===== src/rtl/hazard3_ifetch_ahbl_pkg.sv =====
// Shared hazard3 AHB-Lite bus constants.
//   htrans_e    : AHB transfer types driven by the fetch bridge (IDLE / NONSEQ only)
//   HSIZE_HALF  : 16-bit transfer size encoding
//   HSIZE_WORD  : 32-bit transfer size encoding
package hazard3_ifetch_ahbl_pkg;

   typedef enum logic [1:0] {
      HTRANS_IDLE   = 2'b00,
      HTRANS_NONSEQ = 2'b10
   } htrans_e;

   localparam logic [2:0] HSIZE_HALF = 3'b001;
   localparam logic [2:0] HSIZE_WORD = 3'b010;

   function automatic logic [2:0] hsize_of(input logic word);
      return word ? HSIZE_WORD : HSIZE_HALF;
   endfunction

endpackage


===== src/rtl/hazard3_ifetch_ahbl_if.sv =====
// Signal bundle between the fetch frontend, the fetch bridge and the AHB-Lite bus.
//   mem_*  : frontend fetch port (address valid/ready, single-cycle data strobe)
//   i_h*   : AHB-Lite manager port
// Modports:
//   master : the bridge (drives AHB request and frontend responses)
//   slave  : the environment (frontend + AHB subordinate)
interface hazard3_ifetch_ahbl_if #(
   parameter int W_ADDR = 32,
   parameter int W_DATA = 32
);
   logic              mem_size;
   logic [W_ADDR-1:0] mem_addr;
   logic              mem_priv;
   logic              mem_addr_vld;
   logic              mem_addr_rdy;
   logic [W_DATA-1:0] mem_data;
   logic              mem_data_err;
   logic              mem_data_vld;

   logic [W_ADDR-1:0] i_haddr;
   logic              i_hwrite;
   logic [1:0]        i_htrans;
   logic [2:0]        i_hsize;
   logic [2:0]        i_hburst;
   logic [3:0]        i_hprot;
   logic              i_hmastlock;
   logic              i_hready;
   logic              i_hresp;
   logic [W_DATA-1:0] i_hrdata;

   modport master (
      input  mem_size, mem_addr, mem_priv, mem_addr_vld,
      output mem_addr_rdy, mem_data, mem_data_err, mem_data_vld,
      output i_haddr, i_hwrite, i_htrans, i_hsize, i_hburst, i_hprot, i_hmastlock,
      input  i_hready, i_hresp, i_hrdata
   );

   modport slave (
      output mem_size, mem_addr, mem_priv, mem_addr_vld,
      input  mem_addr_rdy, mem_data, mem_data_err, mem_data_vld,
      input  i_haddr, i_hwrite, i_htrans, i_hsize, i_hburst, i_hprot, i_hmastlock,
      output i_hready, i_hresp, i_hrdata
   );
endinterface


===== src/rtl/hazard3_ifetch_ahbl.sv =====
// Instruction-fetch bridge: frontend address valid/ready + data strobe to a
// single AHB-Lite manager port, at most one data phase outstanding.
// Ports:
//   clk   : clock
//   rst_n : asynchronous active-low reset
//   bus   : hazard3_ifetch_ahbl_if.master (frontend fetch port + AHB-Lite port)
// Build option:
//   HAZARD3_IFETCH_ADDR_HOLD_EN : latch a stalled address phase so it stays
//   stable if the frontend retracts/changes its request; the response of a
//   transfer nobody wants any more is discarded.
module hazard3_ifetch_ahbl
   import hazard3_ifetch_ahbl_pkg::*;
#(
   parameter int W_ADDR = 32,
   parameter int W_DATA = 32
) (
   input  logic                       clk,
   input  logic                       rst_n,
   hazard3_ifetch_ahbl_if.master      bus
);

   logic              dph_vld_q, dph_vld_d;
   logic              err1_q, err1_d;
   logic              dph_orphan;

   logic              err_first;
   logic              aph_done;
   logic              up_match;
   logic              req_vld;
   logic [W_ADDR-1:0] req_addr;
   logic              req_size;
   logic              req_priv;
   htrans_e           htrans;
   logic [W_DATA-1:0] rdata_gated;
   logic              data_vld;

   // Second-to-last cycle of a two-cycle error response: no new address
   // phase may be presented here.
   assign err_first = dph_vld_q & bus.i_hresp & ~bus.i_hready;
   assign htrans    = (req_vld && !err_first) ? HTRANS_NONSEQ : HTRANS_IDLE;
   assign aph_done  = (htrans == HTRANS_NONSEQ) && bus.i_hready;

`ifdef HAZARD3_IFETCH_ADDR_HOLD_EN
   logic              hold_vld_q, hold_vld_d;
   logic [W_ADDR-1:0] hold_addr_q, hold_addr_d;
   logic              hold_size_q, hold_size_d;
   logic              hold_priv_q, hold_priv_d;
   logic              dph_orphan_q, dph_orphan_d;

   assign req_vld  = hold_vld_q | bus.mem_addr_vld;
   assign req_addr = hold_vld_q ? hold_addr_q : bus.mem_addr;
   assign req_size = hold_vld_q ? hold_size_q : bus.mem_size;
   assign req_priv = hold_vld_q ? hold_priv_q : bus.mem_priv;
   assign up_match = !hold_vld_q ||
                     (bus.mem_addr == hold_addr_q && bus.mem_size == hold_size_q &&
                      bus.mem_priv == hold_priv_q);

   always_comb begin
      hold_vld_d   = hold_vld_q;
      hold_addr_d  = hold_addr_q;
      hold_size_d  = hold_size_q;
      hold_priv_d  = hold_priv_q;
      dph_orphan_d = dph_orphan_q;
      if (err_first || bus.i_hready) begin
         hold_vld_d = 1'b0;
      end else if (htrans == HTRANS_NONSEQ && !hold_vld_q) begin
         hold_vld_d  = 1'b1;
         hold_addr_d = bus.mem_addr;
         hold_size_d = bus.mem_size;
         hold_priv_d = bus.mem_priv;
      end
      // A held transfer that completes without the frontend still asking
      // for it gets a data phase whose response nobody will consume.
      if (bus.i_hready) begin
         dph_orphan_d = aph_done && hold_vld_q && !(bus.mem_addr_vld && up_match);
      end
   end

   always_ff @(posedge clk or negedge rst_n) begin
      if (!rst_n) begin
         hold_vld_q   <= 1'b0;
         hold_addr_q  <= '0;
         hold_size_q  <= 1'b0;
         hold_priv_q  <= 1'b0;
         dph_orphan_q <= 1'b0;
      end else begin
         hold_vld_q   <= hold_vld_d;
         hold_addr_q  <= hold_addr_d;
         hold_size_q  <= hold_size_d;
         hold_priv_q  <= hold_priv_d;
         dph_orphan_q <= dph_orphan_d;
      end
   end

   assign dph_orphan = dph_orphan_q;
`else
   assign req_vld    = bus.mem_addr_vld;
   assign req_addr   = bus.mem_addr;
   assign req_size   = bus.mem_size;
   assign req_priv   = bus.mem_priv;
   assign up_match   = 1'b1;
   assign dph_orphan = 1'b0;
`endif

   always_comb begin
      dph_vld_d = dph_vld_q;
      err1_d    = err1_q;
      if (bus.i_hready) begin
         dph_vld_d = aph_done;
      end
      if (err_first) begin
         err1_d = 1'b1;
      end else if (bus.i_hready) begin
         err1_d = 1'b0;
      end
   end

   always_ff @(posedge clk or negedge rst_n) begin
      if (!rst_n) begin
         dph_vld_q <= 1'b0;
         err1_q    <= 1'b0;
      end else begin
         dph_vld_q <= dph_vld_d;
         err1_q    <= err1_d;
      end
   end

   assign data_vld    = dph_vld_q & bus.i_hready & ~dph_orphan;
   assign rdata_gated = data_vld ? bus.i_hrdata : '0;

   assign bus.mem_addr_rdy = bus.i_hready & bus.mem_addr_vld & ~err_first & up_match;
   assign bus.mem_data_vld = data_vld;
   assign bus.mem_data     = rdata_gated;
   assign bus.mem_data_err = data_vld & bus.i_hresp;

   assign bus.i_htrans    = htrans;
   assign bus.i_haddr     = (htrans == HTRANS_NONSEQ) ? req_addr : '0;
   assign bus.i_hsize     = hsize_of(req_size);
   assign bus.i_hprot     = {2'b00, req_priv, 1'b0};
   assign bus.i_hwrite    = 1'b0;
   assign bus.i_hmastlock = 1'b0;
   assign bus.i_hburst    = 3'b000;

`ifdef FORMAL
   // The second error cycle must still carry HRESP=1.
   always @(posedge clk) begin
      if (rst_n && err1_q && bus.i_hready) begin
         assert (bus.i_hresp);
      end
   end
`ifndef HAZARD3_IFETCH_ADDR_HOLD_EN
   // Without the hold registers the frontend must keep a stalled request stable.
   always @(posedge clk) begin
      if (rst_n && $past(rst_n) && $past(bus.mem_addr_vld && !bus.mem_addr_rdy)) begin
         assert (bus.mem_addr_vld && bus.mem_addr == $past(bus.mem_addr) &&
                 bus.mem_size == $past(bus.mem_size) && bus.mem_priv == $past(bus.mem_priv));
      end
   end
`endif
`endif

endmodule


===== src/flat_wrapper.sv =====
// flat-port wrapper written by rule: the top's interface ports become plain ports
module hazard3_ifetch_ahbl_flat import hazard3_ifetch_ahbl_pkg::*;
#(
   parameter int W_ADDR = 32,
   parameter int W_DATA = 32
)
  (clk, rst_n, bus_mem_size, bus_mem_addr, bus_mem_priv, bus_mem_addr_vld, bus_mem_addr_rdy, bus_mem_data, bus_mem_data_err, bus_mem_data_vld, bus_i_haddr, bus_i_hwrite, bus_i_htrans, bus_i_hsize, bus_i_hburst, bus_i_hprot, bus_i_hmastlock, bus_i_hready, bus_i_hresp, bus_i_hrdata);
  hazard3_ifetch_ahbl_if #(.W_ADDR(W_ADDR), .W_DATA(W_DATA)) bus_i ();
  input  logic clk;
  input  logic rst_n;
  input wire logic [$bits(bus_i.mem_size)-1:0] bus_mem_size;
  input wire logic [$bits(bus_i.mem_addr)-1:0] bus_mem_addr;
  input wire logic [$bits(bus_i.mem_priv)-1:0] bus_mem_priv;
  input wire logic [$bits(bus_i.mem_addr_vld)-1:0] bus_mem_addr_vld;
  output wire logic [$bits(bus_i.mem_addr_rdy)-1:0] bus_mem_addr_rdy;
  output wire logic [$bits(bus_i.mem_data)-1:0] bus_mem_data;
  output wire logic [$bits(bus_i.mem_data_err)-1:0] bus_mem_data_err;
  output wire logic [$bits(bus_i.mem_data_vld)-1:0] bus_mem_data_vld;
  output wire logic [$bits(bus_i.i_haddr)-1:0] bus_i_haddr;
  output wire logic [$bits(bus_i.i_hwrite)-1:0] bus_i_hwrite;
  output wire logic [$bits(bus_i.i_htrans)-1:0] bus_i_htrans;
  output wire logic [$bits(bus_i.i_hsize)-1:0] bus_i_hsize;
  output wire logic [$bits(bus_i.i_hburst)-1:0] bus_i_hburst;
  output wire logic [$bits(bus_i.i_hprot)-1:0] bus_i_hprot;
  output wire logic [$bits(bus_i.i_hmastlock)-1:0] bus_i_hmastlock;
  input wire logic [$bits(bus_i.i_hready)-1:0] bus_i_hready;
  input wire logic [$bits(bus_i.i_hresp)-1:0] bus_i_hresp;
  input wire logic [$bits(bus_i.i_hrdata)-1:0] bus_i_hrdata;
  assign bus_i.mem_size = bus_mem_size;
  assign bus_i.mem_addr = bus_mem_addr;
  assign bus_i.mem_priv = bus_mem_priv;
  assign bus_i.mem_addr_vld = bus_mem_addr_vld;
  assign bus_mem_addr_rdy = bus_i.mem_addr_rdy;
  assign bus_mem_data = bus_i.mem_data;
  assign bus_mem_data_err = bus_i.mem_data_err;
  assign bus_mem_data_vld = bus_i.mem_data_vld;
  assign bus_i_haddr = bus_i.i_haddr;
  assign bus_i_hwrite = bus_i.i_hwrite;
  assign bus_i_htrans = bus_i.i_htrans;
  assign bus_i_hsize = bus_i.i_hsize;
  assign bus_i_hburst = bus_i.i_hburst;
  assign bus_i_hprot = bus_i.i_hprot;
  assign bus_i_hmastlock = bus_i.i_hmastlock;
  assign bus_i.i_hready = bus_i_hready;
  assign bus_i.i_hresp = bus_i_hresp;
  assign bus_i.i_hrdata = bus_i_hrdata;
  hazard3_ifetch_ahbl #(.W_ADDR(W_ADDR), .W_DATA(W_DATA)) u_core (.clk(clk), .rst_n(rst_n), .bus(bus_i));
endmodule

===== config.mk =====
export PLATFORM = sky130hd
export DESIGN_NAME = hazard3_ifetch_ahbl_flat
export DESIGN_NICKNAME = d
export VERILOG_FILES = /design/src/rtl/hazard3_ifetch_ahbl_pkg.sv /design/src/rtl/hazard3_ifetch_ahbl_if.sv /design/src/rtl/hazard3_ifetch_ahbl.sv /design/src/flat_wrapper.sv
export SDC_FILE = /design/constraint.sdc
export NUM_CORES = 1
export LEC_CHECK = 0
export BUFFER_PORTS_ARGS = -buffer_cell sky130_fd_sc_hd__clkbuf_2
export CORE_AREA = 2 2 59 61
export DETAILED_ROUTE_END_ITERATION = 8
export DIE_AREA = 0 0 61 63
export PLACE_DENSITY = 0.75
export SYNTH_ARGS = -nofsm -noshare
export SYNTH_HDL_FRONTEND = slang
export SYNTH_SLANG_ARGS = --single-unit

===== constraint.sdc =====
create_clock -name clk -period 1 [get_ports clk]
set_input_delay 0.1 -clock clk [delete_from_list [all_inputs] [get_ports clk]]
set_output_delay 0.1 -clock clk [all_outputs]
set_load 0.005 [all_outputs]

==> run summary <==
By count the netlist is led by sky130_fd_sc_hd__and3_1, sky130_fd_sc_hd__buf_4, sky130_fd_sc_hd__clkbuf_1. The transition time at the pin with the least slew margin came out at 0.502 ns. The number of enable flip-flop cells after synthesis is 0. The total congestion overflow after global routing is 0. Subtracting the final worst setup slack from the clock period gives 1.07 ns.

Entering global routing, the biggest net connects 36 pins. Port buffering added 139 buffers. For this run, the number of Yosys warnings is 0. sky130_fd_sc_hd__and3_1 takes more of the synthesized area than any other cell. The routed wire length came out at 3.31 mm. Once detail routing completed, the nets flagged for antenna violations numbered 0. The portion of the clock cycle consumed by the worst path in the final layout is 107%.

Using the TritonRoute via totals, the vias-per-cell ratio works out to 4.42. 152 I/O pins were placed. The final number of max-transition violations is 0.

The first global-routing pass estimated 4.44 mm of wire. The mean post-synth cell area came out at 6.81 µm². Before CTS, the worst setup slack after placement is -0.189 ns. The maximum frequency from static timing analysis came out at 938 MHz. The final weighted congestion of routability-driven global placement is 0.699. The final setup violation count came out at 68. The post-synthesis instance area is 667 µm².

The finished cells cover 1590 µm². The die is 61 µm wide. The top cell type by area accounts for 54.4% of the synthesized area. The worst-path maximum fanout is 18.

Ranked by flip-flop count, first place goes to u_core.dph_vld_q. In this run the power density over the cells is 456 nW/µm². Global routing used 14.0% of the available tracks across all layers. Setup repair after global routing could not meet its margin everywhere. After detailed routing, the number of remaining DRC violations is 0. By area the synthesized netlist is led by sky130_fd_sc_hd__and3_1, sky130_fd_sc_hd__buf_4, sky130_fd_sc_hd__and3_2.

The number of distinct library cell variants in the gate-level netlist after synthesis is 11. The flip-flop count of the largest register after layout came to 1. The category of the most critical setup path is reg -> reg. After synthesis the netlist holds a flip-flop and latch count of 1. IR analysis of the VDD net gives a maximum drop of 0.000190 V. The share of synthesized area occupied by flip-flops and latches came out at 3.75%. The largest registers in the layout are u_core.dph_vld_q x1. The per-cell routed wire length came out at 11.9 µm. The reported leakage power is 1.12 nW. The flip-flop cell with the highest count after synthesis is sky130_fd_sc_hd__dfrtp_1. The setup skew after layout is 0 ns. Detailed placement finished with a half-perimeter wire length of 2.31 mm. The source-to-sink clock delay at the later pin of the worst-skew pair came out at 0 ns. The placeable core area came out at 3230 µm². The final antenna diode count is 0. The final reports fail on setup timing.

The die covers 3840 µm². The kind of start point of the critical path is a flip-flop. The detailed router's first-iteration violation count is 20. The via total after detailed routing is 1223. The share of cells above drive strength 1 is 73.6%. The cell area after placement is 1320 µm².

The layout overhead on the synthesized area came out at 139%. STA puts the critical path data required time at 0.87 ns. Across all setup checks in the final design, the least slack found is -0.0657 ns.

The final hold violation count is 0. The effective utilization at floorplan is 20.6%. The clock-pin slew on the worst setup and hold paths is 0 ns.

The flow ran to the end, but the final reports show violations. The min-delay analysis places its worst path in the category in -> out. The number of antenna violations at the first check in global routing came to 0. The standard-cell row count came out at 21.

The worst setup path is captured at a flip-flop. The floorplan step set the die height to 63 µm. Across the run, the number of max-cap violations was 0. The net count of the finished layout is 304. In the synthesized netlist the async set-or-reset flop fraction comes to 100%. In this run the tightest slew margin relative to its limit is 66.5%. The number of global-route vias before repair is 1009. STA puts the critical path data arrival time at 0.94 ns. After technology mapping, the gate count stands at 98. For this run, the detailed router's first-pass iteration total came to 4. The most instantiated library cell after synthesis is sky130_fd_sc_hd__and3_1.
critical path, cell delays in order (launching register included):
cell and delay, ns:
sky130_fd_sc_hd__dfrtp_2 0.39, sky130_fd_sc_hd__buf_12 0.15, sky130_fd_sc_hd__buf_12 0.14, sky130_fd_sc_hd__mux2_2 0.25
what timing repair did:
action | in CTS | in global routing
cloned | 4 | 1
endpoints found under the hold margin | 1 | 0
resized for setup | 7 | 25
hold buffers | 1 | 0
buffers inserted | 1 | 0
endpoints found under the setup margin | 33 | 68
pin swaps | 4 | 9
layout by cell type, fill, tap and decap left out, types with 2 or more instances in the layout:
cell type / netlist / final
sky130_fd_sc_hd__buf_6: 4 / 10
sky130_fd_sc_hd__conb_1: 1 / 10
sky130_fd_sc_hd__buf_4: 12 / 2
sky130_fd_sc_hd__and3_4: 0 / 18
sky130_fd_sc_hd__and3_1: 58 / 46
sky130_fd_sc_hd__nand3b_4: 1 / 4
sky130_fd_sc_hd__clkbuf_2: 0 / 129
sky130_fd_sc_hd__buf_12: 0 / 2
sky130_fd_sc_hd__and2_1: 3 / 3
logic make-up after synthesis:
| logic type | after synthesis | share of synthesized area (%) |
|---|---|---|
| other | 1 | 0.562 |
| muxes | 1 | 1.69 |
| and+or+nand+nor | 69 | 68.1 |
| buffers and inverters | 26 | 25.9 |
| DFF | 1 | 3.75 |
final cells by class:
| class | instances | area [µm²] |
|---|---|---|
| timing repair buffer | 145 | 848 |
| multi-input combinational | 84 | 657 |
| tap | 46 | 57.6 |
| fill | 327 | 1640 |
| inverter | 1 | 3.75 |
| sequential | 1 | 26.3 |
per-layer routing:
layer	vias to the layer above	part of all wire [%]	track usage [%]
li1	605	-	-
met1	553	38	17.8
met2	65	53	26.3
met3	0	8.3	1.04
met4	0	0	0.272
met5	-	0	0
power breakdown:
part	total (mW)	internal (mW)	switching [mW]
clock network	0	0	0
registers	0.0492	0.0461	0.00313
logic	0.678	0.403	0.275
total	0.727	0.449	0.278
worst paths after layout:
check                                  from          endpoint  slack [ns]  cells past startpoint
min in group asynchronous             rst_n  u_core.dph_vld_q        0.41                      2
hold / removal                 bus_mem_priv    bus_i_hprot[1]        0.20                      0
setup reg to reg           u_core.dph_vld_q  u_core.dph_vld_q       -0.07                      3
max in group asynchronous             rst_n  u_core.dph_vld_q        0.49                      2
setup / recovery           u_core.dph_vld_q  u_core.dph_vld_q       -0.07                      3
hold reg to reg            u_core.dph_vld_q  u_core.dph_vld_q        0.82                      3
through the flow:
stage / hold WS (ns) / cells / power [mW] / util, % / setup TNS, ns
finish: 0.200 / 277 / 0.727 / 49.3 / -2.59
global route: 0.200 / 277 / 0.793 / 49.3 / -5.03
CTS: 0.200 / 276 / 0.639 / 44.4 / -2.39
detailed placement: -0.123 / 270 / 0.569 / 40.8 / -5.18
global placement: -0.115 / 270 / 0.563 / 40.8 / -4.09
floorplan: -0.196 / 107 / 0.310 / - / 0
Note: power is estimated with default switching activity, not from simulation.
